===== src/rtl/extint_chk_pkg.sv =====
// Shared types and field map for the extint result checker.
// The field map describes the LSB-first layout of the extint result vector; field 24 is padding.
package extint_chk_pkg;

    typedef enum logic [1:0] {
        ST_IDLE  = 2'd0,
        ST_RUN   = 2'd1,
        ST_DRAIN = 2'd2,
        ST_DONE  = 2'd3
    } state_e;

    localparam int         FIELD_CNT  = 25;
    localparam logic [4:0] FIELD_NONE = 5'd31;

    localparam int FIELD_LSB [FIELD_CNT] = '{
         0,  4,  8, 12, 16, 20, 24, 28,
        32, 34, 36, 38, 40, 43, 46, 49,
        52, 54, 56, 58, 60, 63, 66, 69,
        72
    };

    localparam int FIELD_W [FIELD_CNT] = '{
         4,  4,  4,  4,  4,  4,  4,  4,
         2,  2,  2,  2,  3,  3,  3,  3,
         2,  2,  2,  2,  3,  3,  3,  3,
        56
    };

endpackage


===== src/rtl/extint_field_decode.sv =====
// Priority encoder: lowest field index whose diff bits are nonzero, FIELD_NONE if none.
// Purely combinational; no handshake.
module extint_field_decode #(
    parameter int WIDTH = 128
) (
    input  logic [WIDTH-1:0] diff,
    output logic [4:0]       field_idx
);
    import extint_chk_pkg::*;

    function automatic logic [WIDTH-1:0] field_mask(input int idx);
        logic [WIDTH-1:0] ones;
        ones = '1;
        return (ones >> (WIDTH - FIELD_W[idx])) << FIELD_LSB[idx];
    endfunction

    // Scan from the top down so the lowest matching field is the one left standing.
    always_comb begin
        field_idx = FIELD_NONE;
        for (int i = FIELD_CNT - 1; i >= 0; i--) begin
            if (|(diff & field_mask(i))) begin
                field_idx = 5'(i);
            end
        end
    end

endmodule


===== config.mk =====
export PLATFORM = sky130hd
export DESIGN_NAME = extint_field_decode
export DESIGN_NICKNAME = d
export VERILOG_FILES = /design/src/rtl/extint_chk_pkg.sv /design/src/rtl/extint_field_decode.sv
export SDC_FILE = /design/constraint.sdc
export NUM_CORES = 1
export LEC_CHECK = 0
export ABC_CLOCK_PERIOD_IN_PS = 1800
export CAP_MARGIN = 0
export CORE_MARGIN = 10
export CORE_UTILIZATION = 18
export DETAILED_ROUTE_END_ITERATION = 6
export PLACE_DENSITY = 0.85
export SYNTH_ARGS = -nofsm -noshare
export SYNTH_HDL_FRONTEND = slang
export SYNTH_SLANG_ARGS = --single-unit

===== constraint.sdc =====
create_clock -name vclk -period 1.8
set_input_delay 0.27 -clock vclk [all_inputs]
set_output_delay 0.27 -clock vclk [all_outputs]
set_load 0.05 [all_outputs]

## Yosys cells after proc, flatten, opt, wreduce, memory -nomap -nowiden

Index checks and enable logic that the tools add are counted.

| operators by class | value |
|---|---|
| add/sub/neg operators | 0 |
| multipliers | 0 |
| divide/modulo/power cells | 0 |
| $lt $le $gt $ge | 0 |
| eq/ne operators | 0 |
| shift-type cells | 0 |
| multiplexer cells | 25 |
| bitwise operators | 0 |
| reductions and logical operators | 25 |

Operators with widths:

| kind | number |
|---|---|
| 5-bit 2-to-1 mux | 16 |
| 56-bit OR reduction | 1 |
| 4-bit 2-to-1 mux | 8 |
| 4-bit OR reduction | 8 |
| 3-bit OR reduction | 8 |
| 2-bit OR reduction | 8 |
| 3-bit 2-to-1 mux | 1 |

| word-level totals | value |
|---|---|
| register bits | 0 |
| bits in latches | 0 |
| RAM bits | 0 |
| memory bits (read-only) | 0 |
| bits of input ports | 128 |
| logic and storage cells | 50 |
| memories | 0 |

## Logic depth before layout (Yosys ltp)

Gate-level depths: netlist (run 1).

| logic depth | value |
|---|---|
| depth in word-level cells | 26 |
| depth in mapped cells | 6 |
| depth with buffers taken out | 5 |

## Least setup slack after synthesis (run 1)

Ideal clock, no wire load.

| path | value |
|---|---|
| path type | input-to-output |
| start point | input port diff[9] |
| end point | output port field_idx[2] |
| arrival time | 2.264 ns |
| required time | 1.530 ns |
| slack | -0.734 ns |
| cell stages on the path | 4 |
| path buffers | 0 |
| cell sequence | or4_1 > nor2_1 > nand3_1 > a211oi_1 |

| on the way | value |
|---|---|
| longest elaborated chain between the ends | 4 |

RTL lines:

| element | RTL line | text |
|---|---|---|
| start, declared | extint_field_decode.sv:6 | `input logic [WIDTH-1:0] diff,` |
| 4-bit OR reduction | extint_field_decode.sv:21 | `if (\|(diff & field_mask(i))) begin` |
| 5-bit 2-to-1 mux (3 in series) | extint_field_decode.sv:21 |  |
| end, declared | extint_field_decode.sv:7 | `output logic [4:0] field_idx` |

Every way passes these cells.

## Worst setup path after layout (run 1)

| path | value |
|---|---|
| start point | input port diff[86] |
| end point | output port field_idx[2] |

| on the way | value |
|---|---|
| longest elaborated chain between the ends | 26 |

RTL lines:

| element | RTL line |
|---|---|
| 56-bit OR reduction | extint_field_decode.sv:21 |
| 3-bit 2-to-1 mux | extint_field_decode.sv:21 |
| 4-bit 2-to-1 mux (8 in series) | extint_field_decode.sv:21 |
| 5-bit 2-to-1 mux (16 in series) | extint_field_decode.sv:21 |

Every way passes these cells.

==> results of run 1 <==
[power breakdown]
part           internal, uW  switching (uW)  total, uW
clock             0.0000742               0  0.0000742
sequential                0               0          0
combinational           258             120        377
total                   258             120        377
[stage by stage]
step / utilization / hold slack [ps]
finish: 0.732 / 1060
global route: 0.732 / 1080
CTS: 0.699 / 1100
detailed placement: 0.649 / 1470
global placement: 0.649 / 1470
floorplan: - / 776
[repair_timing]
action / 4_1_cts / 5_1_grt
pin swaps: 47 / 35
setup endpoints to repair: 5 / 5
buffers inserted: 6 / 1
hold buffers: 0 / 0
gates resized for setup: 161 / 45
[worst paths after layout]
| kind | slack, ps | cells past startpoint | to | start |
|---|---|---|---|---|
| setup / recovery | -390 | 7 | field_idx[2] | diff[86] |
| hold / removal | 1060 | 6 | field_idx[4] | diff[18] |
[worst max-delay path, stage by stage]
cell	delay [ps]
clkdlybuf4s50_1	430
nor4_2	310
nand4_1	220
nor2_2	180
nand2_4	70
a211oi_4	270
buf_12	170
[routing by layer]
metal	wire, um	global-route usage	vias up
li1	-	-	779
met1	2050	0.162	716
met3	402	0.0386	8
met4	82	0.0190	0
met2	3500	0.331	69
met5	0	0	-
[final cells by class]
| cell class | count | area (um2) | area share |
|---|---|---|---|
| Timing Repair Buffer | 165 | 1530 | 0.576 |
| Tap cell | 48 | 60.1 | 0.0226 |
| Inverter | 1 | 3.75 | 0.00141 |
| Antenna cell | 1 | 2.50 | 0.000941 |
| Multi-Input combinational cell | 104 | 1060 | 0.400 |
[cell families after synthesis]
family / Yosys count / synth area share
compound gates: 21 / 0.204
simple gates: 83 / 0.780
buf+inv: 2 / 0.0167
[cells in the final DEF, fill, tap and decap left out, types with 2 or more instances in the layout]
cell type,instances
buf_4,30
nor3_2,3
nor2_1,4
a21oi_1,3
nor2_2,3
nor4_1,9
nor2_4,3
o21ai_0,2
dlymetal6s2s_1,14
nand2_1,7
nand4_1,2
clkbuf_2,6
nor4_2,12
nand2_4,2
nor4_4,3
o21ai_4,2
nor3_4,2
a211oi_4,4
nor2b_4,2
buf_6,6
dlygate4sd2_1,19
or3_1,3
buf_2,15
nor3_1,5
o211ai_1,3
clkdlybuf4s50_1,58
buf_12,4
clkdlybuf4s15_1,13
or3_4,3
or4_4,9
o21ai_2,2
==> impl_metrics.yaml, run 1 <==
floorplan:
  die_w_um: 81.3
  ios: 133
  dieArea_um2: 6600
  coreArea_um2: 3630
  rows: 22
  start_util: 0.186
  die_h_um: 81.3
place:
  postPlaceCellArea_um2: 2360
  place_hpwl_um: 4910
  dp_worst_setup_slack_ps: -642
  placed_cells: 312
  globalplace.congestion: 0.835
  io_buffers: 133
status:
  violations: "setup timing"
  status: "finished with violations"
yosys:
  synth_cell_types: 32
  synth_nets: 234
  yosysMostFrequentCell: "nor4_1"
  yosys_warnings: 0
  synth_area_leaders: "nor4_1, or4_4, nor3_1, nand2_1, nor2_1"
  seq_area_frac_synth: 0
  synth.top_cell.area_share: 0.204
  synth_area_um2: 676
  yosys-top-cells-count: "nor4_1, nand2_1, nor2_1"
  syn_inst: 106
  syn_area_per_cell_um2: 6.37
  synth_area_leader_cell: "nor4_1"
grt:
  grtUsageTotal: 0.162
  antenna_found_initial: 1
  grt_pass1_wl_um: 8650
  grt-ovfl-total: 0
  grt_pass1_vias: 1735
  grt_max_degree: 6
timing:
  max_freq_mhz: 456
  period_needed_ps: 2190
  worst_slew_pin_slew_ps: 512
  relSlewSlack: 0.655
  tns_ps: -1600
  setup_viol: 5
  fin_crit_sh: 1.22
  hold_viol_final: 0
  rsz0062_at_grt: "yes"
  fin_ws_ps: -393
  finalMaxSlewViolations: 0
drt:
  ant_nets: 0
  drt_iter0_markers: 37
  post_drt_via_cell_ratio: 4.93
  drc: 0
  vias: 1572
  wl_per_cell_um: 18.9
  routed_wirelength_um: 6030
  dr.pass1.iters: 4
final_layout:
  nets: 400
  stdcell_area_um2: 2660
  stdcell_count: 319
  seq_area_um2: 0
  area_growth_pct: 294
  nClkBuffers: 0
  drive_above_1_share: 0.459
  nFlopsAndLatches: 0
  fillerInstances: 271
critical_path:
  crit_required_ps: 1530
  worstPathArrival_ps: 1920
  path_class: "primary input to primary output"
  cp-start-kind: "primary input"
  path_max_fanout: 3
  cp-end-kind: "primary output"
job:
  maxCapViolCount: 0
power_and_ir_drop:
  leakagePower_uw: 0.00114
  power_uw: 377
  powerDensity_nw_per_um2: 142
  ir_drop_uv: 80.0
worst_hold_path:
  hold_class: "primary input to primary output"
(Power assumes the default switching activity.)
==> inputs of run 2 (changes only) <==
--- a/config.mk
+++ b/config.mk
@@ -7,6 +7,7 @@
 export LEC_CHECK = 0
 export ABC_CLOCK_PERIOD_IN_PS = 1800
 export CAP_MARGIN = 0
+export CORE_ASPECT_RATIO = 1.1
 export CORE_MARGIN = 10
 export CORE_UTILIZATION = 18
 export DETAILED_ROUTE_END_ITERATION = 6
==> run 2 against run 1 <==
  * The run still ends with setup timing left
  * First-iteration DRC count shrank 57%
  * Largest cell class unchanged
  * Via count grew 2.7%
  * Design area grew 2.7%
  * Count of clock-buffer cells in the layout is the same
  * Largest power group unchanged
  * Routed wire length grew 7.3%
==> impl_metrics.yaml, run 2 (same netlist as run 1, synthesis figures left out) <==
status:
  status: "finished with violations"
  violations: "setup timing"
final_layout:
  drive_above_1_share: 0.487
  nClkBuffers: 0
  final_cell_mix: "dlymetal6s2s_1, clkdlybuf4s50_1, buf_4"
  final_common_cell: "dlymetal6s2s_1"
  seq_area_um2: 0
  nFlopsAndLatches: 0
  stdcell_area_um2: 2730
  area_growth_pct: 304
  diodes: 0
  nets: 395
drt:
  post_drt_via_cell_ratio: 5.13
  routed_wirelength_um: 6480
  drc: 0
  drt_iter0_markers: 16
  ant_nets: 0
  wl_per_cell_um: 20.6
  dr.pass1.iters: 4
  vias: 1615
timing:
  finalMaxSlewViolations: 0
  fin_crit_sh: 1.18
  hold_viol_final: 0
  max_freq_mhz: 469
  fin_ws_ps: -331
  tns_ps: -1540
  rsz0062_at_grt: "yes"
  period_needed_ps: 2130
  worst_slew_pin_slew_ps: 538
  setup_viol: 5
  relSlewSlack: 0.638
clock_tree:
  holdBufCountCts: 0
place:
  io_buffers: 133
  postPlaceCellArea_um2: 2340
  place_hpwl_um: 5050
  dp_worst_setup_slack_ps: -630
  globalplace.congestion: 0.936
critical_path:
  worstPathArrival_ps: 1860
  critical_path.endpoint: "field_idx[4]"
  cp-end-kind: "primary output"
  path_class: "primary input to primary output"
  cp-start-kind: "primary input"
  path_max_fanout: 2
  crit_buf_inv: 3
  critical_path.max_stage_delay_ps: 570
  crit_required_ps: 1530
  crit_top_cell: "buf_6"
  critPathTopFamily: "simple AND/OR/NAND/NOR gates"
  crit_start: "diff[45]"
  critical_path_depth: 6
  crit_chain: "buf_6, or3_1, or4_4, buf_6, nor3_4, buf_12"
  critPathSlowestCell: "or4_4"
floorplan:
  rows: 23
  die_h_um: 84.3
  coreArea_um2: 3630
  die_w_um: 78.4
  start_util: 0.186
  ios: 133
  dieArea_um2: 6610
grt:
  grt-ovfl-total: 0
  grt_pass1_vias: 1865
  grt_pass1_wl_um: 9150
  antenna_found_initial: 0
  grtUsageTotal: 0.165
  grt_max_degree: 6
power_and_ir_drop:
  ir_drop_uv: 82.2
  leakagePower_uw: 0.00132
  powerDensity_nw_per_um2: 138
worst_hold_path:
  hold_class: "primary input to primary output"
job:
  maxCapViolCount: 0
## run 2: changes by cell type in the layout (fill, tap and decap cells not counted), sizes merged, moves of 3 or more
cell and delta:
clkdlybuf4s50 -26, dlygate4sd2 -3, dlymetal6s2s +23, clkdlybuf4s15 +3
## run 2: how the worst min path moves through the flow
| stage | slack [ps] | depth (start not counted) | startpoint | endpoint |
|---|---|---|---|---|
| 5_1_grt | 1080 | 5 | diff[38] | field_idx[4] |
| 3_5_place_dp | 1470 | 5 | diff[37] | field_idx[4] |
| 4_1_cts | 1090 | 6 | diff[14] | field_idx[2] |
| 2_1_floorplan | 780 | 3 | diff[2] | field_idx[2] |
| 3_3_place_gp | 1440 | 5 | diff[32] | field_idx[4] |
| 6_report | 1050 | 5 | diff[38] | field_idx[4] |
## run 2: metal layers
layer,wire length [um],vias up,GRT usage
met4,63,0,0.0228
met1,2340,747,0.158
met2,3510,93,0.329
met5,0,-,0
li1,-,767,-
met3,559,8,0.0597
## run 2: area by class of cell
type	count	area [um2]
fill	263	896
multi-input combinational	104	1110
inverter	1	3.75
timing repair buffer	160	1550
tap	50	62.6
## run 2: power by group
group,internal (uW),switching (uW)
logic,246,130
clock network,0,0
registers,0,0
total,246,130
## run 2: through the flow
stage               utilization  total power (uW)  cells  hold slack (ps)
global route              0.753               398    315             1080
global placement          0.646               359    310             1440
detailed placement        0.646               367    310             1470
finish                    0.753               375    315             1050
CTS                       0.694               362    314             1090
floorplan                     -              49.3    106              776
## run 2: timing repair
| action | 4_1_cts | 5_1_grt |
|---|---|---|
| buffers inserted | 5 | 1 |
| gates cloned | 0 | 0 |
| setup endpoints to repair | 5 | 5 |
| gates resized for setup | 177 | 74 |
| pin swaps | 49 | 38 |
| endpoints found under the hold margin | 0 | 0 |
==> inputs of run 3 (changes only) <==
--- a/config.mk
+++ b/config.mk
@@ -6,12 +6,12 @@
 export NUM_CORES = 1
 export LEC_CHECK = 0
 export ABC_CLOCK_PERIOD_IN_PS = 1800
-export CAP_MARGIN = 0
 export CORE_ASPECT_RATIO = 1.1
 export CORE_MARGIN = 10
 export CORE_UTILIZATION = 18
 export DETAILED_ROUTE_END_ITERATION = 6
-export PLACE_DENSITY = 0.85
+export PLACE_DENSITY_LB_ADDON = 0.05
+export SKIP_LAST_GASP = 1
 export SYNTH_ARGS = -nofsm -noshare
 export SYNTH_HDL_FRONTEND = slang
 export SYNTH_SLANG_ARGS = --single-unit
==> run 3 against run 2 <==
  * The flow still finishes with violations (setup timing)
  * Sequential share of layout area unchanged
  * Die area unchanged
  * Design area decreased by 3.7%
  * Worst setup slack got worse by 57 ps
  * Combinational power about the same
  * First-iteration DRC count increased to 2.7 times the previous value
  * Utilization decreased by 2.8 points
  * Largest cell class unchanged
==> impl_metrics.yaml, run 3 (same netlist as run 1, synthesis figures left out) <==
floorplan:
  coreArea_um2: 3630
  die_h_um: 84.3
  ios: 133
  start_util: 0.186
  dieArea_um2: 6610
  rows: 23
  die_w_um: 78.4
place:
  place_hpwl_um: 5120
  io_buffers: 133
  globalplace.congestion: 0.770
timing:
  period_needed_ps: 2190
  fin_ws_ps: -388
  fin_crit_sh: 1.22
  tns_ps: -1710
  holdWs_ps: 1050
  setup_viol: 5
  rsz0062_at_grt: "yes"
  hold_viol_final: 0
  max_freq_mhz: 457
  relSlewSlack: 0.667
  worst_slew_pin_slew_ps: 495
  finalMaxSlewViolations: 0
power_and_ir_drop:
  powerDensity_nw_per_um2: 143
  power.share.sequential: 0
  power_uw: 377
  leakagePower_uw: 0.00116
  p_int_uw: 256
  power.switching_uw: 121
  clkPwrFrac: 0
  switching_share: 0.321
  comb_power_share: 1.000
  ir_drop_uv: 81.7
final_layout:
  final_cell_mix: "clkdlybuf4s50_1, buf_4, dlymetal6s2s_1"
  nets: 400
  final_common_cell: "clkdlybuf4s50_1"
  multi_input_area_um2: 1000
  nFlopsAndLatches: 0
  fillerInstances: 311
  area_growth_pct: 289
  seq_area_um2: 0
  drive_above_1_share: 0.452
  diodes: 0
  utilization: 0.725
  nClkBuffers: 0
status:
  violations: "setup timing"
  status: "finished with violations"
drt:
  routed_wirelength_um: 6240
  dr.pass1.iters: 4
  ant_nets: 0
  post_drt_via_cell_ratio: 5.08
  wl_per_cell_um: 19.5
  drt_iter0_markers: 43
  drc: 0
  vias: 1626
grt:
  antenna_found_initial: 0
  grtUsageTotal: 0.166
  grt_pass1_vias: 1883
  grt_max_degree: 6
  grt_pass1_wl_um: 9210
  grt-ovfl-total: 0
critical_path:
  critical_path.endpoint: "field_idx[2]"
  path_class: "primary input to primary output"
  critPathSlowestCell: "clkdlybuf4s50_1"
  worstPathArrival_ps: 1920
  cp-end-kind: "primary output"
  critical_path.max_stage_delay_ps: 400
  path_max_fanout: 3
  cp-start-kind: "primary input"
  crit_required_ps: 1530
  crit_chain: "clkdlybuf4s50_1, nor4_1, nand2_1, nor3_2, buf_4, nand2_2, a211oi_2, clkbuf_16"
  crit_start: "diff[118]"
worst_hold_path:
  hold_class: "primary input to primary output"
job:
  maxCapViolCount: 0
clock_tree:
  holdBufCountCts: 0
## run 3: changes by cell type in the layout (fill, tap and decap cells not counted), moves of 2 or more
cell	change
nor3_2	-2
nor3_1	+2
nor4_1	+2
clkbuf_2	-2
dlymetal6s2s_1	-13
clkdlybuf4s50_1	+17
clkdlybuf4s15_1	-3
nor4_4	-3
a211oi_4	-2
nor2_1	+2
buf_12	-2
a211oi_2	+2
dlygate4sd2_1	+2
buf_4	+6
## run 3: per-stage QoR
stage / setup WS, ps / cells / instance area, um2
final: -388 / 320 / 2630
after global routing: -508 / 320 / 2630
after CTS: -360 / 319 / 2500
after detailed placement: -660 / 313 / 2350
after global placement: -645 / 313 / 2350
after floorplan: -269 / 106 / 742
## run 3: repair_timing
| item | 4_1_cts | 5_1_grt |
|---|---|---|
| pin swaps | 43 | 28 |
| resized for setup | 160 | 47 |
| endpoints found under the setup margin | 5 | 5 |
| endpoints found under the hold margin | 0 | 0 |
| buffers inserted | 6 | 1 |
## run 3: final cells by class
| cell class | instances | area share |
|---|---|---|
| inverters | 1 | 0.00143 |
| multi-input cells | 104 | 0.382 |
| well taps | 50 | 0.0238 |
| repair buffers | 165 | 0.593 |
## run 3: worst min-delay path by stage
stage / depth (start not counted) / end / startpoint / slack [ps]
after floorplan: 3 / field_idx[2] / diff[2] / 780
after global placement: 5 / field_idx[4] / diff[51] / 1420
after detailed placement: 5 / field_idx[4] / diff[51] / 1440
after CTS: 5 / field_idx[4] / diff[51] / 1060
after global routing: 6 / field_idx[4] / diff[30] / 1080
final: 6 / field_idx[4] / diff[30] / 1050
## run 3: critical path, delay by kind of cell
family | cells | cell delay (ps)
and+or+nand+nor | 4 | 600
AOI/OAI and AO/OA | 1 | 280
buffers and inverters | 3 | 770
## run 3: power groups by stage
| stage | registers (uW) | clock network (uW) | logic (uW) |
|---|---|---|---|
| floorplan | 0 | 0 | 49.3 |
| CTS | 0 | 0 | 367 |
| detailed placement | 0 | 0 | 373 |
| global route | 0 | 0 | 401 |
| global placement | 0 | 0 | 361 |
| finish | 0 | 0 | 377 |
## run 3: per-layer routing
layer  GRT usage  wire length [um]  vias to the layer above
li1            -                 -                      780
met1       0.165              2280                      722
met2       0.338              3410                      110
met3      0.0448               464                       14
met4      0.0147                89                        0
met5           0                 0                        -
